--- config.mk ---
export PLATFORM = sky130hd
export DESIGN_NAME = qpu_exu_evt_tqueue
export DESIGN_NICKNAME = d
export VERILOG_FILES = /design/src/rtl/qpu_exu_evt_tqueue.sv
export SDC_FILE = /design/constraint.sdc
export NUM_CORES = 1
export LEC_CHECK = 0
export CAP_MARGIN = 20
export CORE_AREA = 2 2 198 200
export DETAILED_ROUTE_END_ITERATION = 10
export DIE_AREA = 0 0 200 202
export PLACE_DENSITY = 0.95
export RECOVER_POWER = 100
export SLEW_MARGIN = 10
export SYNTH_ARGS = -nofsm -noshare
export SYNTH_HDL_FRONTEND = slang
export SYNTH_SLANG_ARGS = --single-unit
--- constraint.sdc ---
create_clock -name clk -period 17.8 [get_ports clk]
set_clock_uncertainty 0.2 [all_clocks]
set_input_delay 3.56 -clock clk [delete_from_list [all_inputs] [get_ports clk]]
set_output_delay 3.56 -clock clk [all_outputs]
set_load 0.1 [all_outputs]
--- src/rtl/qpu_exu_evt_tqueue.sv ---
// qpu_exu_evt_tqueue: stamps event write-backs with the QWAIT timeline and
// releases them to pulse generation when the system timer reaches the stamp.
module qpu_exu_evt_tqueue #(
    parameter int TIME_W   = 32,
    parameter int EDATA_W  = 16,
    parameter int OPRAND_W = 8,
    parameter int DEPTH    = 8
) (
    input  logic                   clk,
    input  logic                   rst_n,
    input  logic                   i_run,
    input  logic                   i_clr,
    input  logic                   twbck_i_valid,
    output logic                   twbck_i_ready,
    input  logic [TIME_W-1:0]      twbck_i_data,
    input  logic                   ewbck_i_valid,
    output logic                   ewbck_i_ready,
    input  logic [EDATA_W-1:0]     ewbck_i_data,
    input  logic [OPRAND_W-1:0]    ewbck_i_oprand,
    output logic                   trig_o_valid,
    output logic [EDATA_W-1:0]     trig_o_data,
    output logic [OPRAND_W-1:0]    trig_o_oprand,
    output logic                   trig_o_late,
    output logic [TIME_W-1:0]      o_timeline,
    output logic [TIME_W-1:0]      o_timer,
    output logic [$clog2(DEPTH):0] o_count,
    output logic                   o_empty,
    output logic                   o_full,
    output logic [15:0]            o_late_cnt
);

    localparam int AW = $clog2(DEPTH);
    localparam logic [AW:0] FULL_CNT = (AW+1)'(DEPTH);
    localparam logic [TIME_W-1:0] HALF = {1'b1, {(TIME_W-1){1'b0}}};

    logic [TIME_W-1:0]   ts_mem   [DEPTH];
    logic [EDATA_W-1:0]  data_mem [DEPTH];
    logic [OPRAND_W-1:0] op_mem   [DEPTH];

    logic [AW-1:0]       wr_ptr;
    logic [AW-1:0]       rd_ptr;
    logic [AW:0]         count;
    logic [TIME_W-1:0]   tl;
    logic [TIME_W-1:0]   timer;
    logic [15:0]         late_cnt;

    logic                empty;
    logic                full;
    logic                t_hs;
    logic                push;
    logic                due;
    logic                late;
    logic [TIME_W-1:0]   tl_next;
    logic [TIME_W-1:0]   ts_in;
    logic [TIME_W-1:0]   head_ts;
    logic [TIME_W-1:0]   lag;

    assign empty = (count == '0);
    assign full  = (count == FULL_CNT);

    assign twbck_i_ready = 1'b1;
    assign ewbck_i_ready = ~full;

    assign t_hs    = twbck_i_valid & twbck_i_ready;
    assign push    = ewbck_i_valid & ~full & ~i_clr;
    assign tl_next = tl + twbck_i_data;
    // An event arriving with a QWAIT in the same cycle lands after the wait.
    assign ts_in   = t_hs ? tl_next : tl;

    // Wrap-safe "timer has reached ts": lag below half range means due.
    assign head_ts = ts_mem[rd_ptr];
    assign lag     = timer - head_ts;
    assign due     = ~empty & (lag < HALF);
    assign late    = due & (timer != head_ts);

    assign trig_o_valid  = due;
    assign trig_o_late   = late;
    assign trig_o_data   = due ? data_mem[rd_ptr] : '0;
    assign trig_o_oprand = due ? op_mem[rd_ptr] : '0;

    assign o_timeline = tl;
    assign o_timer    = timer;
    assign o_count    = count;
    assign o_empty    = empty;
    assign o_full     = full;
    assign o_late_cnt = late_cnt;

    // Event storage; contents are don't-care outside the valid window.
    always_ff @(posedge clk) begin
        if (push) begin
            ts_mem[wr_ptr]   <= ts_in;
            data_mem[wr_ptr] <= ewbck_i_data;
            op_mem[wr_ptr]   <= ewbck_i_oprand;
        end
    end

    // FIFO pointers and occupancy; a due head pops on the same edge.
    always_ff @(posedge clk or negedge rst_n) begin
        if (!rst_n) begin
            wr_ptr <= '0;
            rd_ptr <= '0;
            count  <= '0;
        end else if (i_clr) begin
            wr_ptr <= '0;
            rd_ptr <= '0;
            count  <= '0;
        end else begin
            if (push) wr_ptr <= wr_ptr + 1'b1;
            if (due)  rd_ptr <= rd_ptr + 1'b1;
            if (push && !due)
                count <= count + 1'b1;
            else if (!push && due)
                count <= count - 1'b1;
        end
    end

    // Timeline accumulates QWAIT intervals; timer free-runs under i_run.
    always_ff @(posedge clk or negedge rst_n) begin
        if (!rst_n) begin
            tl    <= '0;
            timer <= '0;
        end else if (i_clr) begin
            tl    <= '0;
            timer <= '0;
        end else begin
            if (t_hs)  tl    <= tl_next;
            if (i_run) timer <= timer + 1'b1;
        end
    end

    // Saturating count of events released after their timestamp.
    always_ff @(posedge clk or negedge rst_n) begin
        if (!rst_n)
            late_cnt <= '0;
        else if (i_clr)
            late_cnt <= '0;
        else if (late && late_cnt != 16'hFFFF)
            late_cnt <= late_cnt + 1'b1;
    end

endmodule

# Word level (Yosys, flattened, before mapping)
# Memories as Yosys holds them, arrays and structs flattened.
# Index checks and enable logic that the tools add are counted.
[classes]
add_sub_neg = 8
order_cmp = 1
n_eq_ne = 3
n_mux = 17
bitwise = 7
n_reduce_logical = 11
[op_table]
columns = ["op", "n"]
rows = [
  ["two-way mux 32 bit", 4],
  ["two-way mux 16 bit", 3],
  ["adder 32 x 1 -> 32 bit, second input constant", 1],
  ["adder 32 bit", 1],
  ["less-than comparator 32 bit, second input constant", 1],
  ["inequality test 32 bit", 1],
  ["subtractor 32 bit", 1],
  ["adder 16 x 1 -> 16 bit, second input constant", 1],
  ["inequality test 16 bit, second input constant", 1],
  ["two-way mux 3 bit", 4],
  ["two-way mux 4 bit", 3],
  ["two-way mux 8 bit", 1],
  ["nonzero test 2 bit", 4],
  ["adder 3 x 1 -> 3 bit, second input constant", 2],
  ["adder 4 x 1 -> 4 bit, second input constant", 1],
  ["AND 1 bit", 4],
  ["== test 4 bit, second input constant", 1],
  ["logical NOT 4 bit", 1],
  ["subtractor 4 x 1 -> 4 bit, second input constant", 1],
  ["logical AND 1 bit", 3],
  ["inverter 1 bit", 3],
  ["nonzero test 3 bit", 1],
  ["logical NOT 1 bit", 2],
  ["two-way mux 1 bit", 2],
]
[word_totals]
regBits = 90
ram_bits = 448
input_bits = 62
out_inout_bits = 114
word_cells = 56
n_memories = 3
[mem_list]
columns = ["memory", "words", "width", "rd", "rd_clocked_by_memory_dff", "write_ports", "line", "text"]
rows = [
  ["ts_mem", 8, 32, 1, 0, 1, "36", "logic [TIME_W-1:0] ts_mem [DEPTH];"],
  ["data_mem", 8, 16, 1, 0, 1, "37", "logic [EDATA_W-1:0] data_mem [DEPTH];"],
  ["op_mem", 8, 8, 1, 0, 1, "38", "logic [OPRAND_W-1:0] op_mem [DEPTH];"],
]

# Logic depth before layout (Yosys ltp)
[logic_depth]
depth_word = 9
ltp_mapped = 19
mapped_depth_nobuf = 15

# Worst setup path before layout
# No wires, ideal clock.
[synth_timing]
path_kind = "flip-flop to output port"
from = "register count[1], in the netlist o_count[1]"
to = "output trig_o_valid"
t_arrival_ps = 5697
required_time_ps = 14040
path_slack_ps = 8343
path_stages_with_launch = 7
path_buffers = 2
path_cell_list = "dfrtp_1 -> nor4_1 -> nor4_1 -> nor2_1 -> clkbuf_1 -> buf_2 -> inv_1"
[synth_via]
elab_chain_cells = 3
[synth_rtl]
columns = ["item", "line", "text"]
rows = [
  ["start, declared", "42", "logic [AW:0] count;"],
  ["start signal, assigned", "111", "count <= count + 1'b1;"],
  ["start signal, assigned", "113", "count <= count - 1'b1;"],
  ["logical NOT 4 bit", "58", "assign empty = (count == '0);"],
  ["named net o_empty", "27", "output logic o_empty,"],
  ["inverter 1 bit", "73", "assign due = ~empty & (lag < HALF);"],
  ["AND 1 bit", "73", ""],
  ["end, declared", "20", "output logic trig_o_valid,"],
]
# The timed path passes the listed nets, and every way through them passes these cells.

# Final worst setup path
[layout_timing]
from = "register rd_ptr[0]"
to = "output trig_o_oprand[3]"
[layout_via]
elab_chain_cells = 5
elab_cells_between_ends = 6
classes_between = "add/sub: 1; order compare: 1; mux: 1; bitwise: 1; memory: 2"
[layout_rtl]
columns = ["item", "line", "text"]
rows = [
  ["start, declared", "41", "logic [AW-1:0] rd_ptr;"],
  ["start signal, assigned", "109", "if (due) rd_ptr <= rd_ptr + 1'b1;"],
  ["memory (8 x 32 bit)", "n/a", ""],
  ["subtractor 32 bit", "72", "assign lag = timer - head_ts;"],
  ["less-than comparator 32 bit", "73", ""],
  ["AND 1 bit", "73", ""],
  ["two-way mux 8 bit (*)", "79", "assign trig_o_oprand = due ? op_mem[rd_ptr] : '0;"],
  ["end, declared", "22", "output logic [OPRAND_W-1:0] trig_o_oprand,"],
]
# Mark *: on every way between the ends. The rest lies on a longest branch, timed or not.

==> results.yml <==
yosys:
  async_reset_ff_frac: 0.167
  netlist-cell-type-count: 65
  yosys_register_bits: 538
  synth_compound_area_frac: 0.0529
  synth-xor-area-share: 0.0199
  synthAdderAreaFrac: 0.0376
  post-synth-top-area-cell: "edfxtp_1"
  yosys_warnings: 0
  synth_area_leaders: "edfxtp_1, mux4_2, dfrtp_1"
  synth_commonest_cells: "edfxtp_1, mux4_2, nor2_1, dfrtp_1, nand2_1"
  synthSimpleGateAreaFrac: 0.0688
  synth_ff_type: "edfxtp_1"
  ys_seq_area_frac: 0.662
  synth.area.mux_share: 0.145
  netlist.area_leader.share: 0.567
  synth_nets: 1607
  synth-edff-count: 448
  synth_top_family_by_area: "multiplexers"
  syn_area_sq_um: 23700
  avgSynthCellArea_sq_um: 16.1
  synth_cells: 1475
  synth.most_common_cell: "edfxtp_1"
die:
  dieArea_sq_um: 40400
  initial_core_util: 0.620
  die_h_microns: 202
  ios: 176
  die_x_microns: 200
  coreArea_sq_um: 38300
  fp-row-count: 72
timing:
  fin_ws_ns: 4.13
  period_share: 0.768
  setup_viol: 0
  rsz0062_at_grt: "no"
  drv_slew: 728
  period_needed_ns: 13.67
  max_freq_mhz: 73.2
  tns_ns: 0
  slew_headroom: -1.92
  worstMarginPinSlew_ns: 4.38
  hold_violations: 0
critical_path:
  rr_startpoint: "rd_ptr[0]"
  crit_end: "trig_o_oprand[3]"
  cp_data_required_time_ns: 14.04
  endpoint_kind: "output pin"
  r2r_slack_ns: 8.13
  path_cells: "clkbuf_1, buf_6, mux4_2, mux2i_1, ha_1, a211oi_1, o21ai_0, a211oi_1, a2111oi_0, buf_4, nor4_1, nor2_2, buf_4, nor2_1, dlygate4sd3_1"
  path_class: "flip-flop to output pin"
  critPathMaxFanout: 58
  r2r_end: "o_count[3]"
  worstSetupStartpoint: "rd_ptr[0]"
  arrival_ns: 9.91
  crit_path_max_incr_delay_ns: 2.51
  reg2reg_depth: 19
  start_kind: "flip-flop"
  crit_slowest_cell: "clkbuf_1"
detailed_routing:
  viasPerCell: 6.53
  drc: 0
  drtAntennaViolNets: 0
  drt_iter0_markers: 1702
  routedWlPerCell_microns: 26.2
  dr.pass1.iters: 6
  routed_wl_microns: 58200
  vias: 14500
cts:
  insertion_delay_ns: 0.57
  clockRootBuffer: "clkbuf_16"
  cts_resized: 0
  numCtsBuffers: 51
  clock-sinks: 538
  cts_setup_buffers: 0
  cts_tree: "built"
  clkSlewWorstSetupHoldPaths_ns: 0.06
  cts_max_level: 2
  hold_buffers: 0
  cts_buffer_depth: 3
power_and_ir_drop:
  p_leak_uw: 0.00992
  power_density_nw_per_um2: 135
  max-vdd-ir-drop_mv: 0.0914
grt:
  grt_pass1_vias: 14800
  grt_pass1_wl_microns: 88000
  grt_usage: 0.294
  grt_max_degree: 91
  grt_overflow_total: 0
  antenna_found_initial: 2
finish:
  syn2layout_area_growth_pct: 16.7
  layout-drive-gt1-share: 0.129
  fill_cells: 2209
  final_nets: 1789
job:
  maxCapViolations: 13
placement:
  dp_slack_ns: 7.02
  place_hpwl_microns: 33100
  gp_congestion: 0.885
  io_buffer_count: 174
outcome:
  status: "finished with violations"
  violations: "capacitance limit, slew limit"
worst_hold_path:
  min_path_type: "flip-flop to flip-flop"
  hold_depth: 2
worst max-delay path, delay by kind of cell, from the launching register on:
kind / cells / cell delay, ns
buffers and inverters: 5 / 5.04
DFF: 1 / 1.03
AOI/OAI and AO/OA: 4 / 1.03
and+or+nand+nor: 3 / 1.00
muxes: 2 / 0.79
adders and majority gates: 1 / 0.28
flip-flops by register name, indices dropped and copies added, names as in the netlist:
signal / flops
ts_mem: 256
data_mem: 128
op_mem: 64
o_timeline: 32
o_timer: 32
o_late_cnt: 16
o_count: 4
rd_ptr: 3
wr_ptr: 3
worst min path at each step:
stage               slack [ns]       endpoint          start
floorplan                 0.35      wr_ptr[0]      wr_ptr[0]
detailed placement        0.35  o_late_cnt[8]  o_late_cnt[8]
CTS                       0.37  o_late_cnt[8]  o_late_cnt[8]
global placement          0.35  o_late_cnt[8]  o_late_cnt[8]
finish                    0.36  o_late_cnt[8]  o_late_cnt[8]
global route              0.41  o_late_cnt[8]  o_late_cnt[8]
metal layers:
metal | up-vias | GRT usage | wire length [microns]
li1 | 6137 | - | -
met1 | 7314 | 0.381 | 21200
met2 | 854 | 0.494 | 30000
met3 | 168 | 0.0522 | 4690
met4 | 0 | 0.124 | 2300
met5 | - | 0 | 0
layout by cell type, fill, tap and decap left out, types with 13 or more instances in the layout:
cell type,n
nor2b_1,29
clkbuf_16,54
clkbuf_1,33
edfxtp_1,448
a21o_1,20
nor3_1,14
nand4_1,18
ha_1,68
nor2_1,105
xnor2_1,20
dfrtp_1,88
clkdlybuf4s50_1,34
mux2_1,19
nand3_1,24
a211oi_1,13
inv_1,18
dlygate4sd3_1,138
o21ai_0,28
mux2i_1,61
xor2_1,34
nand2_1,82
a21oi_1,68
mux4_2,112
power by group:
part	switching, uW	total (uW)	leakage, uW	internal (uW)
Clock	455	1110	0.000833	651
Sequential	52.4	1520	0.00529	1460
Combinational	756	1120	0.00380	359
Total	1260	3740	0.00992	2470
stage by stage:
step	power (uW)	cell area (sq um)	hold slack [ns]	util	instances
2_1_floorplan	2360	23700	0.351	-	1475
3_3_place_gp	2600	26000	0.349	0.680	2120
3_5_place_dp	2640	26100	0.354	0.680	2121
4_1_cts	3760	27800	0.368	0.725	2215
5_1_grt	3850	27700	0.411	0.723	2216
6_report	3740	27700	0.359	0.723	2218
area by class of cell:
type	count	area, sq um	area share
sequential	538	15700	0.567
multi-input combinational	854	7720	0.279
antenna	2	5.00	0.000181
inverter	19	71.3	0.00258
tap	518	648	0.0234
clock buffer	79	1490	0.0539
timing repair buffer	193	1830	0.0660
clock inverter	15	206	0.00746
kinds of logic after synthesis:
| kind of cell | count (synthesis) |
|---|---|
| buffers and inverters | 83 |
| AO/OA/AOI/OAI | 190 |
| XOR/XNOR | 54 |
| other | 1 |
| AND/OR/NAND/NOR | 339 |
| multiplexers | 200 |
| flip-flops | 538 |
| adder cells (fa/ha/maj) | 70 |
(Power assumes the default switching activity.)
